===== config.mk =====
export PLATFORM = sky130hd
export DESIGN_NAME = lcd_read_status
export DESIGN_NICKNAME = d
export VERILOG_FILES = /design/src/rtl/lcd_pkg.sv /design/src/rtl/lcd_bus_timer.sv /design/src/rtl/lcd_read_status.sv
export SDC_FILE = /design/constraint.sdc
export NUM_CORES = 1
export LEC_CHECK = 0
export ABC_AREA = 1
export BUFFER_PORTS_ARGS = -buffer_cell sky130_fd_sc_hd__buf_2
export CAP_MARGIN = 20
export CORE_AREA = 2 2 87 89
export DETAILED_ROUTE_END_ITERATION = 10
export DIE_AREA = 0 0 89 91
export PLACE_DENSITY_LB_ADDON = 0.12
export SYNTH_ARGS = -nofsm -noshare
export SYNTH_HDL_FRONTEND = slang
export SYNTH_SLANG_ARGS = --single-unit

===== constraint.sdc =====
create_clock -name clk -period 3.85 [get_ports clk]
set_clock_uncertainty 0.05 [all_clocks]
set_input_delay 0.1925 -clock clk [delete_from_list [all_inputs] [get_ports clk]]
set_output_delay 0.1925 -clock clk [all_outputs]
set_load 0.02 [all_outputs]

===== src/rtl/lcd_pkg.sv =====
// Shared constants for the character-LCD read and write paths: FSM state codes,
// command/result bit positions and default bus timing (50 MHz clock).
package lcd_pkg;

    localparam logic [2:0] ST_IDLE    = 3'd0;
    localparam logic [2:0] ST_SETUP   = 3'd1;
    localparam logic [2:0] ST_EN_HIGH = 3'd2;
    localparam logic [2:0] ST_HOLD    = 3'd3;
    localparam logic [2:0] ST_CHECK   = 3'd4;
    localparam logic [2:0] ST_DONE    = 3'd5;

    localparam int LCD_BUSY_BIT       = 7;
    localparam int CMD_RS_BIT         = 0;
    localparam int CMD_POLL_BIT       = 1;
    localparam int RESULT_TIMEOUT_BIT = 31;

    localparam int LCD_T_AS = 2;
    localparam int LCD_T_PW = 12;
    localparam int LCD_T_H  = 2;

    function automatic int max3(input int a, input int b, input int c);
        int m;
        m = (a > b) ? a : b;
        return (m > c) ? m : c;
    endfunction

endpackage


===== src/rtl/lcd_bus_timer.sv =====
// Loadable down-counter timing the LCD bus phases; expired flags the last
// counted cycle of a phase (value 1, or 0 when idle/zero-loaded).
module lcd_bus_timer #(
    parameter int W = 4
) (
    input  logic         clk,
    input  logic         reset,
    input  logic         clk_en,
    input  logic         load,
    input  logic [W-1:0] load_value,
    output logic [W-1:0] value,
    output logic         expired
);

    always_ff @(posedge clk) begin
        if (reset) begin
            value <= '0;
        end else if (clk_en) begin
            if (load) begin
                value <= load_value;
            end else if (value != '0) begin
                value <= value - W'(1);
            end
        end
    end

    assign expired = (value <= W'(1));

endmodule


===== src/rtl/lcd_read_status.sv =====
// Nios II custom instruction performing HD44780 read cycles: busy flag/address
// (RS=0) or one data-RAM byte (RS=1), with optional busy-flag polling and timeout.
module lcd_read_status
    import lcd_pkg::*;
#(
    parameter int T_AS      = LCD_T_AS,
    parameter int T_PW      = LCD_T_PW,
    parameter int T_H       = LCD_T_H,
    parameter int MAX_POLLS = 255
) (
    input  logic        clk,
    input  logic        reset,
    input  logic        clk_en,
    input  logic        start,
    input  logic [31:0] dataa,
    input  logic [31:0] datab,
    input  logic [7:0]  lcd_data_in,
    output logic [31:0] result,
    output logic        done,
    output logic        lcd_enable,
    output logic        lcd_rs,
    output logic        lcd_rw
);

    localparam int TW = $clog2(max3(T_AS, T_PW, T_H) + 1);
    localparam int PW = $clog2(MAX_POLLS + 1);
    localparam logic [PW-1:0] POLL_LAST = PW'(MAX_POLLS - 1);

    logic [2:0]    state;
    logic          poll_q;
    logic [PW-1:0] poll_cnt;
    logic [7:0]    rd_byte;
    logic          timeout;
    logic          poll_again;

    logic          tmr_load;
    logic [TW-1:0] tmr_value_in;
    logic [TW-1:0] tmr_value;
    logic          tmr_expired;

    logic unused_inputs;
    assign unused_inputs = ^{datab, dataa[31:2], tmr_value};

    lcd_bus_timer #(.W(TW)) u_timer (
        .clk        (clk),
        .reset      (reset),
        .clk_en     (clk_en),
        .load       (tmr_load),
        .load_value (tmr_value_in),
        .value      (tmr_value),
        .expired    (tmr_expired)
    );

    assign poll_again = poll_q && rd_byte[LCD_BUSY_BIT] && (poll_cnt < POLL_LAST);

    always_comb begin
        tmr_load     = 1'b0;
        tmr_value_in = '0;
        case (state)
            ST_IDLE:    if (start)       begin tmr_load = 1'b1; tmr_value_in = TW'(T_AS); end
            ST_SETUP:   if (tmr_expired) begin tmr_load = 1'b1; tmr_value_in = TW'(T_PW); end
            ST_EN_HIGH: if (tmr_expired) begin tmr_load = 1'b1; tmr_value_in = TW'(T_H);  end
            ST_CHECK:   if (poll_again)  begin tmr_load = 1'b1; tmr_value_in = TW'(T_AS); end
            default: ;
        endcase
    end

    always_comb begin
        result                     = '0;
        result[RESULT_TIMEOUT_BIT] = timeout;
        result[7:0]                = rd_byte;
    end

    always_ff @(posedge clk) begin
        if (reset) begin
            state      <= ST_IDLE;
            poll_q     <= 1'b0;
            poll_cnt   <= '0;
            rd_byte    <= '0;
            timeout    <= 1'b0;
            done       <= 1'b0;
            lcd_enable <= 1'b0;
            lcd_rs     <= 1'b0;
            lcd_rw     <= 1'b0;
        end else if (clk_en) begin
            done <= 1'b0;
            case (state)
                ST_IDLE: begin
                    if (start) begin
                        poll_q   <= dataa[CMD_POLL_BIT] & ~dataa[CMD_RS_BIT];
                        poll_cnt <= '0;
                        lcd_rs   <= dataa[CMD_RS_BIT];
                        lcd_rw   <= 1'b1;
                        timeout  <= 1'b0;
                        state    <= ST_SETUP;
                    end
                end
                ST_SETUP: begin
                    if (tmr_expired) begin
                        lcd_enable <= 1'b1;
                        state      <= ST_EN_HIGH;
                    end
                end
                ST_EN_HIGH: begin
                    if (tmr_expired) begin
                        rd_byte    <= lcd_data_in;
                        lcd_enable <= 1'b0;
                        state      <= ST_HOLD;
                    end
                end
                ST_HOLD: begin
                    if (tmr_expired) state <= ST_CHECK;
                end
                ST_CHECK: begin
                    if (poll_again) begin
                        poll_cnt <= poll_cnt + PW'(1);
                        state    <= ST_SETUP;
                    end else begin
                        // Still busy here only when the poll budget ran out.
                        timeout <= poll_q && rd_byte[LCD_BUSY_BIT];
                        done    <= 1'b1;
                        state   <= ST_DONE;
                    end
                end
                ST_DONE: begin
                    lcd_rw <= 1'b0;
                    lcd_rs <= 1'b0;
                    state  <= ST_IDLE;
                end
                default: state <= ST_IDLE;
            endcase
        end
    end

endmodule


Word level (Yosys, flattened, before mapping)
Index checks and enable logic that the tools add are counted.

storage, ports and cells
  bits in writable memories = 0
  word-level logic and storage cells = 76
  bits in read-only memories = 0
  latch bits = 0
  bits of input ports = 76
  memories kept = 0
  register bits = 29

cells by class
  reduce and logical (&&, ||, !) cells = 17
  $mul = 0
  bitwise gates (word level) = 2
  muxes and demuxes = 32
  add/sub/neg operators = 2
  div/mod/pow operators = 0
  order comparisons = 2
  equality and inequality tests = 11
  shift-type cells = 0

operator list
  operator               count
  $mux W8                2
  $pmux W4 S4            1
  $pmux W8 S2            1
  $mux W3                5
  $pmux W3 S5            1
  $mux W4                3
  $ne A2 B2 Y1 const B   6
  $reduce_and A4 Y1      3
  $mux W1                11
  $reduce_and A3 Y1      3
  $add A8 B1 Y8 const B  1
  $lt A8 B8 Y1 const B   1
  $pmux W1 S2            4
  $reduce_bool A2 Y1     4
  $eq A3 B2 Y1 const B   2
  $eq A3 B3 Y1 const B   2
  $mux W2                3
  $reduce_and A5 Y1      1
  $le A4 B1 Y1 const B   1
  $reduce_bool A4 Y1     1
  $sub A4 B1 Y4 const B  1
  $eq A3 B1 Y1 const B   1
  $logic_not A3 Y1       1
  $pmux W1 S3            1
  other kinds (5)        6

Longest topological paths before layout
  depth in word-level cells = 6
  gate-level depth with buffers = 10

Modules after synthesis
From an unflattened synthesis, not the netlist that was laid out.

second synthesis, totals
  cell total of the unflattened synthesis = 256
  area, all modules = 1756.7 um^2

modules (own cells, without submodules)
  module           sequential area each (um^2)  times used  cells an instance  area an instance (um^2)
  lcd_read_status  500.5                        1           216                1478.9
  lcd_bus_timer    80.1                         1           40                 277.8

Worst setup path before layout
No wires, ideal clock.

  path kind = flip-flop to flip-flop
  start = register u_timer.value[0]
  end = register u_timer.value[1]
  buffers on the path = 1
  data required time = 3.687 ns
  path slack = 2.317 ns
  arrival time = 1.371 ns
  stages on the path, launching flop included = 11
  path through = dfxtp_1 -> inv_1 -> ha_1 -> nor2_1 -> nor2_1 -> and2_1 -> buf_2 -> nor2_1 -> nand2_1 -> nor2_1 -> nor2_1

between the ends
  word-level cells in the longest chain between the ends = 5
  elaborated cells on any way between the ends = 11

RTL lines
  what                                 line                                          RTL
  start, declared                      lcd_bus_timer.sv:11                           output logic [W-1:0] value,
  start signal, assigned               lcd_bus_timer.sv:20                           value <= load_value;
  start signal, assigned               lcd_bus_timer.sv:22                           value <= value - W'(1);
  $le A4 B1 Y1                         lcd_bus_timer.sv:27                           assign expired = (value <= W'(1));
  $mux W1                              lcd_read_status.sv:61, lcd_read_status.sv:62
  $pmux W1 S3                          lcd_read_status.sv:59                         case (state)
  $reduce_bool A2 Y1 (no source line)  --
  $reduce_and A2 Y1 (no source line)   --

Parallel ways exist; a longest one is shown, timed or not. The select of a mux whose other input is x is not followed.
A chain may end at the register's enable or synchronous reset.

Final worst setup path
  start = register u_timer.value[0]
  end = register lcd_enable

between the ends
  word-level cells in the longest chain between the ends = 3
  elaborated cells on any way between the ends = 4

RTL lines
  what                                  line                    RTL
  $le A4 B1 Y1 *                        lcd_bus_timer.sv:27
  $ne A2 B2 Y1 (no source line)         --
  $reduce_and A4 Y1 (no source line) *  --
  end signal, assigned                  lcd_read_status.sv:82   lcd_enable <= 1'b0;
  end signal, assigned                  lcd_read_status.sv:100  lcd_enable <= 1'b1;
  end signal, assigned                  lcd_read_status.sv:107  lcd_enable <= 1'b0;
  end, declared                         lcd_read_status.sv:20   output logic lcd_enable,

Mark *: on every way between the ends. The rest lies on a longest branch, timed or not.

==> impl_metrics.json <==
{
  "muxShareOfSynthArea": 0,
  "layout-drive-gt1-share": 0.188,
  "die_h_um": 91,
  "crit_path_end_kind": "register",
  "syn_area_sq_um": 1720,
  "syn_avg_cell_area_sq_um": 6.90,
  "vias": 1481,
  "antenna_left": 0,
  "fin_util": 0.273,
  "crit_type": "register to register",
  "die_w_um": 89,
  "post-dp-hpwl_um": 2860,
  "totalPowerFinal_w": 0.000816,
  "hold_viol": 0,
  "fill_cells": 824,
  "gp_congestion": 0.738,
  "io_buffers": 26,
  "cts-root-buf": "clkbuf_8",
  "synth_fa_ha_area_frac": 0.0218,
  "place_worst_setup_slack_ns": 1.90,
  "critPathRequiredTime_ns": 3.98,
  "drc": 0,
  "async_reset_ff_frac": 0,
  "tns_ns": 0,
  "yosys.area_share.simple": 0.330,
  "rsz0062_at_grt": "no",
  "cts_setup_buffers": 0,
  "finalCritPeriodShare": 0.493,
  "cts_made_buffers": 5,
  "fmax_mhz": 526,
  "gr-total-overflow": 0,
  "setup_slack_ns": 1.95,
  "drv_cap": 0,
  "grt_max_degree": 20,
  "vdd_drop_max_mv": 0.117,
  "synth_edf_count": 0,
  "detail_route.wirelength_um": 3910,
  "core_sq_um": 7140,
  "clk_pin_slew_ns": 0.07,
  "path_max_fanout": 10,
  "maxSlewViolCount": 0,
  "ys_seq_area_frac": 0.337,
  "die_area_sq_um": 8100,
  "first_global_vias": 1313,
  "synth-compound-area-share": 0.111,
  "synth_seq_cells": 29,
  "finalCriticalPeriod_ns": 1.90,
  "viasPerCell": 3.95,
  "startpoint_type": "register",
  "synth_flop_cell": "dfxtp_1",
  "setup_viol": 0,
  "synthCells": 250,
  "holdBufCountCts": 0,
  "synth_xor_area_frac": 0.0254,
  "diodes": 0,
  "area_growth_pct": 12.9,
  "final_net_count": 355,
  "htreeDepth": 2,
  "clock-sinks": 29,
  "grtUsageTotal": 0.107,
  "grt_pass1_wl_um": 6580,
  "synth_top_family_by_area": "simple AND/OR/NAND/NOR gates",
  "drt_iter0_drc": 101,
  "placed_area_sq_um": 1860,
  "cts_max_path_buffers": 2,
  "synth.distinct_cells": 28,
  "initial_core_util": 0.242,
  "routedWlPerCell_um": 10.4,
  "hold_path.class": "input pin to register",
  "stdcell_area_sq_um": 1950,
  "cts_tree": "yes",
  "antenna_found_initial": 0,
  "top_level_ports": 112,
  "leakage_nw": 0.900,
  "rows": 31,
  "dr.pass1.iters": 4,
  "cts_resized": 0,
  "insertion_delay_ns": 0.28,
  "power_density_nw_per_um2": 419,
  "yosys_warnings": 0,
  "cp.arrival_ns": 2.03,
  "outcome": "completed"
}
cell type report:
class	count	area, sq um	area share
Tap cell	99	124	0.0636
Multi-Input combinational cell	188	928	0.477
Sequential cell	29	581	0.298
Timing Repair Buffer	26	130	0.0668
Clock buffer	7	86.3	0.0443
Inverter	26	97.6	0.0501
per-layer routing:
metal / GRT usage / share of wire
met1: 0.152 / 0.51
met2: 0.147 / 0.42
met3: 0.0318 / 0.049
met4: 0.0448 / 0.019
met5: 0 / 0
synthesized netlist by cell type, drive strengths merged, types with 3 or more instances:
library cell,number,area (sq um)
nand2,65,282
nor2,31,134
dfxtp,29,581
buf,25,185
inv,25,93.8
a21oi,21,116
nand3,17,85.1
o21ai,6,30.0
nand4,5,37.5
nor3,5,25.0
clkbuf,4,15.0
o21bai,4,30.0
ha,3,37.5
xor2,3,26.3
final timing paths:
| path | startpoint | end | slack, ns | depth (start not counted) |
|---|---|---|---|---|
| worst max-delay path | u_timer.value[0] | lcd_enable | 1.95 | 8 |
| worst min-delay path | lcd_data_in[2] | rd_byte[2] | 0.12 | 3 |
| worst max register to register | u_timer.value[0] | lcd_enable | 1.95 | 8 |
| worst min register to register | rd_byte[6] | rd_byte[6] | 0.41 | 2 |
logic make-up (layout without fill, tap and decap cells):
| group | after synthesis | after routing |
|---|---|---|
| and+or+nand+nor | 124 | 124 |
| buffers and inverters | 55 | 59 |
| AOI/OAI and AO/OA | 33 | 33 |
| DFF | 29 | 29 |
| xor gates and xnor gates | 5 | 5 |
| adders and majority gates | 3 | 3 |
| other | 1 | 23 |
per-stage QoR:
step	cells	hold WS, ns
global placement	368	0.399
CTS	375	0.118
finish	375	0.122
detailed placement	368	0.403
global route	375	0.132
floorplan	272	0.307
worst max-delay path, cell delays in order (launching register included):
cell and delay (ns):
dfxtp_1 0.33, inv_1 0.10, ha_1 0.21, nor2_1 0.07, nor2_1 0.19, and2_1 0.42
nand2_2 0.23, o211ai_1 0.14, inv_1 0.05
report_power, final:
group          total, W  switching [W]  internal (W)
logic          0.000217       0.000145     0.0000718
registers      0.000337      0.0000165      0.000320
clock network  0.000262       0.000120      0.000142
total          0.000816       0.000282      0.000534
cells in the final DEF (no fill, tap or decap):
master and instances:
nand2_1 56, dfxtp_1 29, nor2_1 28, buf_2 26
conb_1 23, a21oi_1 20, inv_1 19, nand3_1 17
inv_2 6, nand2_2 6, clkbuf_8 6, nor3_1 5
o21bai_1 4, nand4_1 4, nand2_4 3, xor2_1 3
o21ai_1 3, o21ai_0 3, ha_1 3, nor2_4 2
o211ai_1 2, xnor2_1 2, and2_1 1, nor2_2 1
a21oi_4 1, clkinv_1 1, nand4_2 1, clkbuf_1 1
sequential cells by signal, indices dropped and copies added, names as in the netlist:
signal,count
poll_cnt,8
rd_byte,8
u_timer.value,4
state,3
done,1
lcd_enable,1
lcd_rs,1
lcd_rw,1
poll_q,1
timeout,1
(Power assumes the default switching activity.)
